<file path="src/rtl/dual_port_mem_arbiter.sv">
// Purpose : shares NBANKS synchronous-read banks between a CPU port (rd/wr) and a VGA scan-out port (rd only).
// Latency : grant is combinational, access issues in the grant cycle, read data returns RD_LAT cycles later.
// Backpr. : a port holds its request until gnt; ARB_STARVE_EN adds a CPU starvation guard (MAX_WAIT cycles).
module dual_port_mem_arbiter #(
    parameter int DW       = 32,
    parameter int AW       = 32,
    parameter int NBANKS   = 3,
    parameter int RD_LAT   = 1,
    parameter int MODE     = 0,
    parameter int MAX_WAIT = 15,
    localparam int BW      = $clog2(NBANKS)
) (
    input  logic                 clk,
    input  logic                 reset,
    input  logic                 vga_en,
    input  logic                 cpu_req,
    input  logic                 cpu_we,
    input  logic [AW-1:0]        cpu_addr,
    input  logic [DW-1:0]        cpu_wdata,
    output logic                 cpu_gnt,
    output logic [DW-1:0]        cpu_rdata,
    output logic                 cpu_rvalid,
    input  logic                 vga_req,
    input  logic [AW-1:0]        vga_addr,
    output logic                 vga_gnt,
    output logic [DW-1:0]        vga_rdata,
    output logic                 vga_rvalid,
    output logic [AW-BW-1:0]     mem_addr,
    output logic [DW-1:0]        mem_wdata,
    output logic [NBANKS-1:0]    mem_we,
    input  logic [NBANKS*DW-1:0] mem_rdata,
    output logic                 bad_addr
);

    localparam int          MW      = AW - BW;
    localparam logic        OWN_CPU = 1'b0;
    localparam logic        OWN_VGA = 1'b1;
    localparam logic [BW:0] NB_LIM  = (BW+1)'(NBANKS);

    // ------------------------------------------------------------------
    // Reset: assertion is immediate, release is retimed through two flops
    // so every state flop leaves reset on the same clean edge.
    // ------------------------------------------------------------------
    logic [1:0] rst_sync;
    logic       rst_n;

    // Two-flop release synchroniser for the asynchronous reset input
    always_ff @(posedge clk or negedge reset) begin
        if (!reset) begin
            rst_sync <= 2'b00;
        end else begin
            rst_sync <= {rst_sync[0], 1'b1};
        end
    end

    assign rst_n = rst_sync[1];

    // ------------------------------------------------------------------
    // Arbitration
    // ------------------------------------------------------------------
    logic cpu_elig;
    logic vga_elig;
    logic conflict;
    logic last_win;       // owner that won the most recent conflict
    logic starve_force;   // CPU has waited long enough to bypass MODE

    // Nothing is granted while the synchronised reset is still active
    assign cpu_elig = cpu_req && rst_n;
    assign vga_elig = vga_req && vga_en && rst_n;
    assign conflict = cpu_elig && vga_elig;

`ifdef ARB_STARVE_EN
    localparam int            CW       = $clog2(MAX_WAIT + 1);
    localparam logic [CW-1:0] WAIT_LIM = CW'(MAX_WAIT);

    logic [CW-1:0] wait_cnt;

    assign starve_force = (wait_cnt == WAIT_LIM);

    // Count consecutive refused CPU cycles, saturating at the limit
    always_ff @(posedge clk or negedge rst_n) begin
        if (!rst_n) begin
            wait_cnt <= '0;
        end else if (!cpu_req || cpu_gnt) begin
            wait_cnt <= '0;
        end else if (wait_cnt != WAIT_LIM) begin
            wait_cnt <= wait_cnt + 1'b1;
        end
    end
`else
    // Without the guard MAX_WAIT has no effect; the CPU may starve under MODE 0.
    logic unused_wait;
    assign unused_wait  = ^MAX_WAIT;
    assign starve_force = 1'b0;
`endif

    // Single-winner grant: lone requester wins, conflicts resolved by MODE
    always_comb begin
        cpu_gnt = 1'b0;
        vga_gnt = 1'b0;
        if (conflict) begin
            if (starve_force) begin
                cpu_gnt = 1'b1;
            end else if (MODE == 0) begin
                vga_gnt = 1'b1;
            end else if (last_win == OWN_VGA) begin
                cpu_gnt = 1'b1;
            end else begin
                vga_gnt = 1'b1;
            end
        end else begin
            cpu_gnt = cpu_elig;
            vga_gnt = vga_elig;
        end
    end

    // Remember the conflict winner so round-robin alternates
    always_ff @(posedge clk or negedge rst_n) begin
        if (!rst_n) begin
            last_win <= OWN_CPU;
        end else if (conflict) begin
            last_win <= vga_gnt ? OWN_VGA : OWN_CPU;
        end
    end

    // ------------------------------------------------------------------
    // Issue path: bank decode from the top address bits
    // ------------------------------------------------------------------
    logic          issue;
    logic          iss_we;
    logic [AW-1:0] iss_addr;
    logic [BW-1:0] iss_bank;
    logic          iss_bad;
    logic          push_rd;
    logic [MW-1:0] addr_q;
    logic [DW-1:0] wdata_q;

    assign issue    = cpu_gnt || vga_gnt;
    assign iss_we   = cpu_gnt && cpu_we;
    assign iss_addr = cpu_gnt ? cpu_addr : vga_addr;
    assign iss_bank = iss_addr[AW-1 -: BW];
    assign iss_bad  = ({1'b0, iss_bank} >= NB_LIM);
    assign push_rd  = issue && !iss_we;

    // Shared bank address/data follow the granted port, otherwise hold
    assign mem_addr  = issue  ? iss_addr[MW-1:0] : addr_q;
    assign mem_wdata = iss_we ? cpu_wdata        : wdata_q;

    // One-hot write strobe; writes to a non-existent bank are dropped
    always_comb begin
        mem_we = '0;
        for (int k = 0; k < NBANKS; k++) begin
            mem_we[k] = iss_we && !iss_bad && (iss_bank == BW'(k));
        end
    end

    // Hold registers for the shared bus and the sticky bad-bank flag
    always_ff @(posedge clk or negedge rst_n) begin
        if (!rst_n) begin
            addr_q   <= '0;
            wdata_q  <= '0;
            bad_addr <= 1'b0;
        end else begin
            if (issue) begin
                addr_q <= iss_addr[MW-1:0];
            end
            if (iss_we) begin
                wdata_q <= cpu_wdata;
            end
            if (issue && iss_bad) begin
                bad_addr <= 1'b1;
            end
        end
    end

    // ------------------------------------------------------------------
    // Read-return pipeline: one slot per cycle of bank latency, so reads
    // can issue every cycle and return in grant order.
    // ------------------------------------------------------------------
    logic [RD_LAT-1:0] pipe_vld;
    logic [RD_LAT-1:0] pipe_own;
    logic [RD_LAT-1:0] pipe_bad;
    logic [BW-1:0]     pipe_bank [RD_LAT];

    // Shift read tags alongside the bank latency
    always_ff @(posedge clk or negedge rst_n) begin
        if (!rst_n) begin
            pipe_vld <= '0;
            pipe_own <= '0;
            pipe_bad <= '0;
            for (int i = 0; i < RD_LAT; i++) begin
                pipe_bank[i] <= '0;
            end
        end else begin
            pipe_vld[0]  <= push_rd;
            pipe_own[0]  <= vga_gnt ? OWN_VGA : OWN_CPU;
            pipe_bad[0]  <= iss_bad;
            pipe_bank[0] <= iss_bank;
            for (int i = 1; i < RD_LAT; i++) begin
                pipe_vld[i]  <= pipe_vld[i-1];
                pipe_own[i]  <= pipe_own[i-1];
                pipe_bad[i]  <= pipe_bad[i-1];
                pipe_bank[i] <= pipe_bank[i-1];
            end
        end
    end

    logic          ret_vld;
    logic          ret_own;
    logic          ret_bad;
    logic [BW-1:0] ret_bank;
    logic [DW-1:0] ret_data;
    logic [DW-1:0] cpu_rdata_q;
    logic [DW-1:0] vga_rdata_q;

    assign ret_vld  = pipe_vld[RD_LAT-1];
    assign ret_own  = pipe_own[RD_LAT-1];
    assign ret_bad  = pipe_bad[RD_LAT-1];
    assign ret_bank = pipe_bank[RD_LAT-1];

    // Pick the returning bank's data; a bad bank reads as zero
    always_comb begin
        ret_data = '0;
        for (int k = 0; k < NBANKS; k++) begin
            if (!ret_bad && (ret_bank == BW'(k))) begin
                ret_data = mem_rdata[k*DW +: DW];
            end
        end
    end

    assign cpu_rvalid = ret_vld && (ret_own == OWN_CPU);
    assign vga_rvalid = ret_vld && (ret_own == OWN_VGA);
    assign cpu_rdata  = cpu_rvalid ? ret_data : cpu_rdata_q;
    assign vga_rdata  = vga_rvalid ? ret_data : vga_rdata_q;

    // Keep the last returned word per port so rdata is stable between returns
    always_ff @(posedge clk or negedge rst_n) begin
        if (!rst_n) begin
            cpu_rdata_q <= '0;
            vga_rdata_q <= '0;
        end else begin
            if (cpu_rvalid) begin
                cpu_rdata_q <= ret_data;
            end
            if (vga_rvalid) begin
                vga_rdata_q <= ret_data;
            end
        end
    end

endmodule
</file>
<file path="config.mk">
export PLATFORM = sky130hd
export DESIGN_NAME = dual_port_mem_arbiter
export DESIGN_NICKNAME = d
export VERILOG_FILES = /design/src/rtl/dual_port_mem_arbiter.sv
export SDC_FILE = /design/constraint.sdc
export NUM_CORES = 1
export LEC_CHECK = 0
export CAP_MARGIN = 5
export CORE_ASPECT_RATIO = 0.6
export CORE_MARGIN = 1
export CORE_UTILIZATION = 38
export DETAILED_ROUTE_END_ITERATION = 8
export PLACE_DENSITY_LB_ADDON = 0.12
export SETUP_SLACK_MARGIN = 0.3
export SYNTH_ARGS = -nofsm -noshare
export SYNTH_HDL_FRONTEND = slang
export SYNTH_SLANG_ARGS = --single-unit
</file>
<file path="constraint.sdc">
create_clock -name clk -period 6.3 [get_ports clk]
set_input_delay 1.26 -clock clk [delete_from_list [all_inputs] [get_ports clk]]
set_output_delay 1.26 -clock clk [all_outputs]
set_load 0.02 [all_outputs]
</file>
==> flow_results.org, run 1 <==
** Yosys
- After synthesis the netlist holds a flip-flop and latch count of 134.
- Post-synth top flop :: dfrtp_1
- Area contributors post-synth :: dfrtp_1, a22o_1, mux2_4
- In this run, synthesis inferred 0 flip-flops with an integrated enable.
- Among all cell types in the netlist, the one instantiated most often is dfrtp_1.
- Average cell area after synthesis :: 12.47 µm²
- For this run, the number of Yosys warnings is 0.
- Total nets after synthesis :: 658
- Cell taking the most area after synthesis :: dfrtp_1
- Part of the Yosys area used for sequential elements :: 0.5844
- In this run the cell area of the synthesized design comes to 5738 µm².
- Counting instances in the post-synthesis netlist gives the leading cell types as dfrtp_1, a22o_1, nand2_1.
- Of all flip-flops after synthesis, the portion carrying an async set or reset was 1.000.
- Unique masters post-synth :: 31
- Counting every instance in the synthesized netlist gives 460.
- The share of synthesized area in the top cell type comes to 0.5844.

** Detailed routing
- Via count :: 5045
- First-pass DRT Iterations :: 5
- Remaining antenna violation count :: 0
- Detail-routed via count per cell :: 5.070
- Final routed wirelength across all metal layers :: 18440 µm
- DRC viols :: 0
- Avg WL per Cell :: 18.54 µm
- Drt first-iter violations :: 383

** CTS
- Clock tree synthesis selected as its root buffer the cell clkbuf_16.
- Counting every sink on the clock net gives 134.
- The H-tree generated during clock tree synthesis spans 4 levels.
- The number of gates resized after CTS was 0.
- After clock tree synthesis, the clock-pin slew on the worst setup and hold paths is 60 ps.
- TritonCTS built the clock tree.
- TritonCTS buffer count :: 17
- The clock reaches the later pin of the worst-skew pair after 400 ps.
- Number of buffers inserted by hold repair at cts :: 0
- Post CTS Setup Buffer Count :: 0
- Maximum clock path buffer count :: 2

** STA
- On the final layout, the worst hold slack is 352.8 ps.
- The number of max-slew violations in the final report is 0.
- Setup repair after global routing left no endpoint under its margin.
- The smallest clock period supported by the final layout is computed as 5306 ps.
- Fmax :: 188.5 MHz
- The number of hold violations in the final report came to 0.
- Setup violations remaining at the end of the flow were counted as 0.
- Headroom to the max-slew limit came out at 0.4277.
- Part of the cycle the worst path needs :: 0.8422
- Pin slew with the least headroom to its limit :: 858.4 ps
- Setup total negative slack on the finished layout was measured at 0 ps.
- Layout Skew :: 11.73 ps

** GRT
- The number of global-route vias before repair is 5281.
- The first global-routing pass estimated 29070 µm of wire.
- Global router's overall resource usage :: 0.2397
- After global routing the overflow that remains totals 0.
- Pin count of the biggest net entering global routing :: 70
- The number of antenna violations at the first check in global routing is 0.

** Pwr
- Power share of the clock group :: 0.330
- The internal portion of the total power is 2173 µW.
- For this design the static power due to leakage is 0.004398 µW.
- The design draws 3077 µW.
- The analysis attributes to net switching a power of 903.7 µW.
- The share of total power dissipated in combinational logic is 0.324.
- Sw Ratio :: 0.2937
- Worst VDD drop :: 0.1869 mV
- Power per cell area :: 313.6 nW/µm²
- Reg power frac :: 0.345

** Floorplanning
- Effective utilization at floorplan :: 0.3921
- The die covers 15610 µm².
- For this design the top-level I/O count stands at 332.
- Cell Rows :: 34
- Core box area :: 14630 µm²
- In this run the horizontal extent of the chip is 160.6 µm.
- In this run the vertical extent of the chip is 97.19 µm.

** Worst setup path
- Slack of the worst reg-to-reg path :: 4070 ps
- Largest driver fanout on the critical path :: 35
- The critical path is of the primary input to primary output type.
- Most common cell type on the critical path :: clkdlybuf4s50_1
- The worst setup path is launched from a primary input.
- Reg-to-reg critical path startpoint :: rst_sync[1]
- Critical path's largest stage delay :: 560 ps
- Required time at the worst-slack endpoint :: 5040 ps
- Crit path cell chain :: clkdlybuf4s50_1, nand3_2, inv_2, nand2_4, mux2_4, clkdlybuf4s50_1
- Counting cells, the worst reg-to-reg path comes to 5.
- Worst path slowest cell :: clkdlybuf4s50_1
- Critical R2R Capture :: addr_q[2]
- Crit end category :: primary output
- STA puts the critical path data arrival time at 4050 ps.

** Min path
- Class of the worst hold path :: flip-flop to flip-flop
- Worst hold endpoint :: rst_sync[1]
- Number of instances on the worst hold path :: 0
- Min-delay src :: rst_sync[0]

** Placed design
- Half-perimeter wire length after placement :: 13270 µm
- Cell count after placement :: 963
- Gpl congestion :: 0.8600
- The count of buffers added on input and output ports is 331.

** Finish
- Fraction of final layout cells with drive strength greater than 1 :: 0.1054
- At the end of the flow the core is filled with cells to 0.6703.
- Number of standard cells in the layout, taps in and fillers out :: 995
- The net count of the finished layout is 982.
- The repair_antennas step left the layout with diodes totalling 0.
- Area added between synthesis and finish :: 70.96%

** Status
- Status :: finished clean

** Run
- Number of violations of the max-capacitance limit :: 0
layer usage:
layer | GRT usage | wire, µm | up-vias | part of all wire
li1 | - | - | 2339 | -
met1 | 0.3043 | 7739 | 2497 | 0.42
met2 | 0.4009 | 9216 | 195 | 0.50
met3 | 0.06743 | 1265 | 14 | 0.069
met4 | 0.06520 | 222 | 0 | 0.012
met5 | 0 | 0 | - | 0
how the worst max path moves through the flow:
stage / cells past startpoint / startpoint / to
floorplan: 5 / rst_sync[1] / mem_we[2]
global placement: 6 / cpu_req / mem_wdata[20]
detailed placement: 6 / cpu_req / mem_wdata[20]
CTS: 6 / cpu_req / mem_wdata[20]
global route: 6 / cpu_req / mem_wdata[20]
finish: 6 / cpu_req / mem_wdata[20]
cell families (layout without fill, tap and decap cells):
group,count (synthesis),count (layout),share of synthesized area
mux,65,65,0.1380
compound gates,130,130,0.1771
other cells,1,1,0.0006535
flops,134,134,0.5844
simple gates,69,69,0.05124
buf+inv,61,398,0.04862
power by group through the flow:
stage	clock network (µW)	registers [µW]	logic (µW)
global placement	0	1070	987
floorplan	0	1070	492
global route	1080	1080	1060
finish	1020	1060	998
detailed placement	0	1070	1000
CTS	1040	1060	1010
sequential cells by signal, summed over array words and instances (netlist names):
register / cells
bad_addr: 1
pipe_bank: 2
wdata_q: 32
vga_rdata_q: 32
cpu_rdata_q: 32
rst_sync: 2
pipe_own: 1
addr_q: 30
pipe_bad: 1
pipe_vld: 1
layout make-up:
type                       count  area [µm²]
fill                        1121        4825
timing repair buffer         340        3381
sequential                   134        3358
multi-input combinational    265        2113
clock buffer                  18       439.2
tap                          198       247.7
clock inverter                14       172.7
inverter                      26       97.59
through the flow:
step	area, µm²	setup slack [ps]
2_1_floorplan	5738	337.8
3_3_place_gp	9198	1088
3_5_place_dp	9198	996.5
4_1_cts	9809	990.5
5_1_grt	9809	853.3
6_report	9809	994.2
worst max-delay path: cells and delay by family:
kind	cells	cell delay, ps
buf+inv	3	1570
simple gates	2	750
mux	1	450
cell usage in the layout, fill, tap and decap left out, drive strengths merged, types with 2 or more instances in the layout:
master and instances:
nand2 44, clkinv 5, nor2 18, clkdlybuf4s50 331, nor3b 2, a222oi 22, mux2 32, buf 9
bufinv 3, clkbuf 18, o21ai 33, o22ai 8, dfrtp 134, a22o 64, mux2i 33, clkinvlp 2
inv 30
Note: power is estimated with default switching activity, not from simulation.
==> inputs of run 2 (changes only) <==
--- a/config.mk
+++ b/config.mk
@@ -8,7 +8,7 @@
 export CAP_MARGIN = 5
 export CORE_ASPECT_RATIO = 0.6
 export CORE_MARGIN = 1
-export CORE_UTILIZATION = 38
+export CORE_UTILIZATION = 35
 export DETAILED_ROUTE_END_ITERATION = 8
 export PLACE_DENSITY_LB_ADDON = 0.12
 export SETUP_SLACK_MARGIN = 0.3
==> constraint.sdc (replaced) <==
create_clock -name clk -period 4.4 [get_ports clk]
set_input_delay 0.88 -clock clk [delete_from_list [all_inputs] [get_ports clk]]
set_output_delay 0.88 -clock clk [all_outputs]
set_load 0.02 [all_outputs]
==> flow_results.org, run 2 (same netlist as run 1, synthesis figures left out) <==
** STA
- Endpoints failing hold :: 0
- Setup violators final :: 0
- Measured against its own limit, the worst slew margin works out to 0.4006.
- Setup repair after global routing missed its margin :: false
- Pin slew with the least headroom to its limit :: 899.1 ps
- For this run, the top clock speed supported by timing is 257.7 MHz.
- Minimum clock period after layout :: 3880 ps
- Of the available clock period, the critical path in the final layout requires 0.8819.
- Max-slew violation total from the final report :: 0
- Setup total negative slack on the finished layout was measured at 0 ps.
- For the final database, setup skew stands at 13.38 ps.

** Pwr
- Power share of the clock group :: 0.326
- Cell-internal power :: 3109 µW
- In this run the power density over the cells is 446.7 nW/µm².
- Combinational group share of total power :: 0.326
- Of the total power, the share spent switching nets is 0.2935.
- Reg power frac :: 0.349
- Worst VDD drop :: 0.2447 mV
- Overall power consumption after layout is estimated at 4401 µW.
- In this run the power spent charging and discharging nets is 1291 µW.
- Static leakage :: 0.004409 µW

** CTS
- The clock passes through at most 2 buffers.
- Number of H-tree levels :: 4
- TritonCTS built the clock tree.
- After clock tree synthesis, the setup repair step added 0 buffers.
- The number of hold buffers added after CTS was 0.
- Post-CTS repair changed the size of 0 cells.
- Sinks on Clock Net :: 134
- CTS placed an instance of clkbuf_16 at the clock tree root.
- Clock latency on the worst-skew pair, taken at its later pin, is 400 ps.
- The number of clock buffers added by TritonCTS is 17.
- Clock-pin slew was measured on the worst setup and hold paths at 60 ps.

** Worst setup path
- Worst path slowest cell :: clkdlybuf4s50_1
- On the worst path, the slowest cell contributes a delay of 640 ps.
- Cell class contributing the biggest share of worst-path delay :: buffers and inverters
- Critical path startpoint category :: primary input
- Counting both buffers and inverters, the worst setup path holds a total of 4.
- The endpoint identified for the worst register-to-register timing path is pipe_bank[0].
- In this run the worst path has a maximum fanout of 24.
- The most critical setup path has its endpoint at mem_addr[22].
- Crit end category :: primary output
- The critical path starts at vga_req.
- STA puts the critical path data required time at 3520 ps.
- The worst register-to-register path has a setup slack of 2310 ps.
- Worst Reg2Reg Path Length in Cells :: 2
- Worst path depth :: 7
- Counting stages on the worst path, the most repeated cell is clkdlybuf4s50_1.
- Reg-to-reg critical path startpoint :: rst_sync[1]
- By startpoint and endpoint, the worst setup path is classified as primary input to primary output.
- Signal arrival time at the worst endpoint :: 3000 ps
- The critical path goes through clkdlybuf4s50_1, and2_1, nand2_2, inv_2, a222oi_1, inv_1, clkdlybuf4s50_1.

** Detailed routing
- The highest metal layer carrying signal wires in the routed design is met5.
- Detail-routed via count per cell :: 5.058
- After detailed routing, the average wire length per cell comes to 19.61 µm.
- Drt first-iter violations :: 340
- The first detailed-routing pass took 8 iterations.
- Remaining antenna violation count :: 0
- Routed length on met3 :: 1652 µm
- Met2 Wirelength :: 9527 µm
- For this run, design rule violations remaining after detail routing come to 0.
- Via count :: 5073
- Routed length on met1 :: 8228 µm
- Final routed wirelength across all metal layers :: 19670 µm

** Placed design
- Buffers placed on the I/O ports in this run total 331.
- The congestion estimate from routability-driven global placement came to 0.7889.
- Detailed placement finished with a half-perimeter wire length of 14530 µm.

** Floorplanning
- Die Width :: 167.3 µm
- DIE AREA :: 16930 µm²
- Effective utilization at floorplan :: 0.3660
- The die is 101.2 µm tall.
- Cell Rows :: 35
- After floorplanning, the core was sized to cover 15680 µm².
- 332 I/O pins were placed.

** GRT
- The first global-routing pass estimated 29990 µm of wire.
- The number of global-route vias before repair came to 5460.
- The number of antenna violations at the first check in global routing is 1.
- For this run, the total global-route usage over all layers was measured as 0.2305.
- Leftover overflow at the end of global routing :: 0
- Entering global routing, the biggest net connects 71 pins.

** Status
- Status :: finished clean

** Min path
- In this run the worst hold path is classified as flip-flop to asynchronous set/reset pin.

** Finish
- The library cell used most frequently in the layout, excluding fill and tap cells, is clkdlybuf4s50_1.
- Relative to the synthesized area, the layout overhead comes to 71.67%.
- Fill cell instance count of the final layout :: 1229
- In the final layout, the share of cells above drive strength 1 is 0.1063.
- In the final layout, the registers with the most flip-flops are cpu_rdata_q (32), vga_rdata_q (32), wdata_q (32).
- Leading cell types in the layout, fill and taps excluded :: clkdlybuf4s50_1, dfrtp_1, a22o_1
- The net count of the finished layout is 986.
- The repair_antennas step left the layout with diodes totalling 0.

** Run
- Number of violations of the max-capacitance limit :: 0
==> run 2: changes by cell type in the layout (fill, tap and decap cells not counted) <==
cell        before  now
buf_12           0    1
buf_4            9   12
clkbuf_1         0    2
clkinv_2         3    1
clkinv_4         2    3
clkinvlp_4       2    3
inv_6            4    1
nor2_2           2    1
nor2_4           0    1
==> run 2: layout make-up <==
| type | count | area (µm²) | area share |
|---|---|---|---|
| Sequential cell | 134 | 3358 | 0.3409 |
| Clock buffer | 20 | 446.7 | 0.04534 |
| Clock inverter | 11 | 152.6 | 0.01550 |
| Inverter | 26 | 97.59 | 0.009907 |
| Tap cell | 203 | 254.0 | 0.02578 |
| Multi-Input combinational cell | 265 | 2118 | 0.2150 |
| Timing Repair Buffer | 344 | 3423 | 0.3475 |
==> run 2: power by group through the flow <==
stage / combinational (µW) / sequential (µW) / clock [µW]
after global placement: 1420 / 1540 / 0
after global routing: 1510 / 1550 / 1510
after floorplan: 705 / 1530 / 0
after detailed placement: 1440 / 1550 / 0
final: 1430 / 1530 / 1430
after CTS: 1450 / 1530 / 1460
==> run 2: stage by stage <==
step / cell area [µm²] / setup slack [ps] / util / hold WS (ps) / instances
after global routing: 9851 / 365.0 / 0.6283 / 213.3 / 1003
after CTS: 9851 / 540.7 / 0.6283 / 198.5 / 1003
after floorplan: 5739 / 300.5 / - / 331.1 / 460
after detailed placement: 9251 / 551.8 / 0.5901 / 188.1 / 972
final: 9851 / 519.7 / 0.6283 / 200.4 / 1003
after global placement: 9251 / 574.3 / 0.5901 / 187.3 / 972
==> run 2: layer usage <==
metal	global-route usage	vias up
li1	-	2343
met4	0.06704	2
met3	0.08167	18
met1	0.2791	2502
met5	0	-
met2	0.3920	208
==> run 2: worst min-delay path by stage <==
stage | startpoint | end | slack, ps | cells after the start
final | rst_sync[1] | addr_q[16] | 200 | 0
after floorplan | rst_sync[0] | rst_sync[1] | 330 | 0
after global placement | rst_sync[1] | addr_q[2] | 190 | 0
after detailed placement | rst_sync[1] | addr_q[6] | 190 | 0
after CTS | rst_sync[1] | addr_q[16] | 200 | 0
after global routing | rst_sync[1] | addr_q[16] | 210 | 0
==> inputs of run 3 (changes only) <==
--- a/config.mk
+++ b/config.mk
@@ -8,7 +8,7 @@
 export CAP_MARGIN = 5
 export CORE_ASPECT_RATIO = 0.6
 export CORE_MARGIN = 1
-export CORE_UTILIZATION = 35
+export CORE_UTILIZATION = 38
 export DETAILED_ROUTE_END_ITERATION = 8
 export PLACE_DENSITY_LB_ADDON = 0.12
 export SETUP_SLACK_MARGIN = 0.3
==> constraint.sdc (replaced) <==
create_clock -name clk -period 3.8 [get_ports clk]
set_input_delay 0.76 -clock clk [delete_from_list [all_inputs] [get_ports clk]]
set_output_delay 0.76 -clock clk [all_outputs]
set_load 0.02 [all_outputs]
==> flow_results.org, run 3 (same netlist as run 1, synthesis figures left out) <==
** Floorplanning
- Die extent in y :: 97.19 µm
- From left edge to right edge, the die measures 160.6 µm.
- Cell Rows :: 34
- The die covers 15610 µm².
- Top-level I/O count :: 332
- Core box area :: 14630 µm²
- Effective utilization at floorplan :: 0.3921

** Placed design
- Cell count after placement :: 968
- The wire-length estimate of the detail-placed layout is 13590 µm.
- During placement, the flow inserted port buffers numbering 331.
- The congestion estimate from routability-driven global placement came to 0.9060.

** CTS
- Root Buffer Master :: clkbuf_16
- Clock slew at the register clock pins of the worst setup and hold paths :: 60 ps
- After clock tree synthesis, the flow added hold-fix buffers numbering 0.
- After clock tree synthesis, the setup repair step added 0 buffers.
- TritonCTS built the clock tree.
- TritonCTS buffer count :: 17
- Sinks on Clock Net :: 134
- The clock reaches the later pin of the worst-skew pair after 410 ps.
- Number of H-tree levels :: 4
- Maximum clock path buffer count :: 2

** STA
- Setup repair after global routing could not meet its margin everywhere.
- Summed over all failing endpoints, the final setup total negative slack is 0 ps.
- The number of hold violations in the final report was 0.
- Max-slew violation total from the final report :: 0
- Part of the cycle the worst path needs :: 0.9036
- The clock period could shrink to 3433 ps.
- Final worst hold slack :: 186.9 ps
- The worst pin sits at a relative slew slack of 0.4230.
- Pin slew with the least headroom to its limit :: 865.5 ps
- Layout Skew :: 13.69 ps
- Setup violations remaining at the end of the flow were counted as 0.
- For this run, the top clock speed supported by timing is 291.2 MHz.

** Pwr
- Combinational group share of total power :: 0.327
- The share of total power dissipated in sequential elements is 0.351.
- In this run the power density over the cells is 505.1 nW/µm².
- Of the total power, the share spent switching nets is 0.2985.
- For this design the total switching power over the nets is 1500 µW.
- Power share of the clock group :: 0.322
- For this design the static power due to leakage is 0.004868 µW.
- Worst VDD drop :: 0.2814 mV
- Internal power comes to 3525 µW.

** Finish
- In the final layout, the registers with the most flip-flops are cpu_rdata_q (32), vga_rdata_q (32), wdata_q (32).
- Area added between synthesis and finish :: 73.40%
- Most common library cell in the layout ignoring fill and taps :: clkdlybuf4s50_1
- Number of standard cells in the layout, taps in and fillers out :: 1000
- Leaving out fill and tap cells, the most frequent cells in the layout are clkdlybuf4s50_1, dfrtp_1, a22o_1.
- Fill cells in the final layout number 1089.
- For this run, the share of the core covered by cells in the final layout is 0.6799.
- Total inserted antenna cells :: 0
- Net count of the finished layout :: 987
- Fraction of final layout cells with drive strength greater than 1 :: 0.1097

** Detailed routing
- The final route contains 5153 vias.
- First-pass DRT Iterations :: 7
- In the routed design, unresolved DRC markers number 0.
- After detailed routing, the average wire length per cell comes to 18.90 µm.
- In this run the remaining antenna-violating nets after routing total 0.
- After detailed routing, the total wire length is 18900 µm.
- Drt first-iter violations :: 273
- Using the TritonRoute via totals, the vias-per-cell ratio works out to 5.153.

** Worst setup path
- Crit end category :: primary output
- The worst setup path is launched from a primary input.
- For the worst setup path, the data arrival time is 2670 ps.
- Largest driver fanout on the critical path :: 26
- Required time at the worst-slack endpoint :: 3040 ps
- The critical path is of the primary input to primary output type.

** GRT
- Pin count of the biggest net entering global routing :: 71
- The number of global-route vias before repair came to 5498.
- In the global route stage, overall resource usage came out at 0.2453.
- The first global-routing pass estimated 29570 µm of wire.
- The number of antenna violations at the first check in global routing is 0.
- Summed over all layers, the global routing overflow is 0.

** Status
- Status :: finished clean

** Run
- Max-cap violations in this run came to 0.

** Min path
- Class of the worst hold path :: flip-flop to asynchronous set/reset pin
## run 3: cell count changes in the layout (fill, tap and decap cells not counted), moves of 2 or more
cell,change
dlymetal6s2s_1,+41
buf_6,+2
clkinv_4,-3
clkinvlp_4,+3
inv_6,+4
clkdlybuf4s50_1,-41
## run 3: cell type report
class                      instances  area, µm²  area share
clock buffer                      19      442.9     0.04452
clock inverter                    13      145.1     0.01459
inverter                          26      102.6     0.01031
multi-input combinational        265       2112      0.2123
sequential                       134       3358      0.3375
tap                              198      247.7     0.02490
timing repair buffer             345       3541      0.3559
## run 3: worst paths after layout
kind / slack [ps] / cells past startpoint / startpoint / endpoint
min in group clk: 350 / 0 / rst_sync[0] / rst_sync[1]
setup / recovery: 370 / 8 / vga_req / mem_addr[13]
max in group asynchronous: 1800 / 2 / rst_sync[1] / pipe_bank[0]
hold / removal: 190 / 0 / rst_sync[1] / addr_q[3]
hold reg to reg: 190 / 0 / rst_sync[1] / addr_q[3]
setup reg to reg: 1800 / 2 / rst_sync[1] / pipe_bank[0]
## run 3: timing repair
action,in CTS,in global routing
endpoints found under the setup margin,22,58
cloned,0,0
hold endpoints to repair,0,0
gates resized for setup,1,45
pin swaps,0,0
## run 3: stage by stage
step,setup slack (ps),total power [µW],instance area [µm²]
global route,289.9,5257,9950
finish,366.5,5025,9950
global placement,254.2,3415,9245
floorplan,479.1,2590,5742
CTS,310.1,5086,9836
detailed placement,233.4,3444,9245
## run 3: metal layers
| metal | vias to the layer above | wire, µm | share of wire | track usage |
|---|---|---|---|---|
| met5 | - | 0 | 0 | 0 |
| met4 | 0 | 458 | 0.024 | 0.09377 |
| met3 | 30 | 1385 | 0.073 | 0.07896 |
| met2 | 202 | 9270 | 0.49 | 0.4086 |
| met1 | 2579 | 7783 | 0.41 | 0.2961 |
| li1 | 2342 | - | - | - |
## run 3: power by group through the flow
stage	Sequential, µW	Clock, µW	Combinational, µW
2_1_floorplan	1770	0	816
3_3_place_gp	1770	0	1640
3_5_place_dp	1780	0	1660
4_1_cts	1760	1650	1670
5_1_grt	1780	1740	1740
6_report	1760	1620	1640
## run 3: worst max-delay path, cell delays in order
cell             delay [ps]
clkdlybuf4s50_1         470
nand2_1                  60
nand3_2                  80
inv_2                    50
buf_4                   220
a222oi_1                360
inv_1                   100
clkdlybuf4s50_1         560
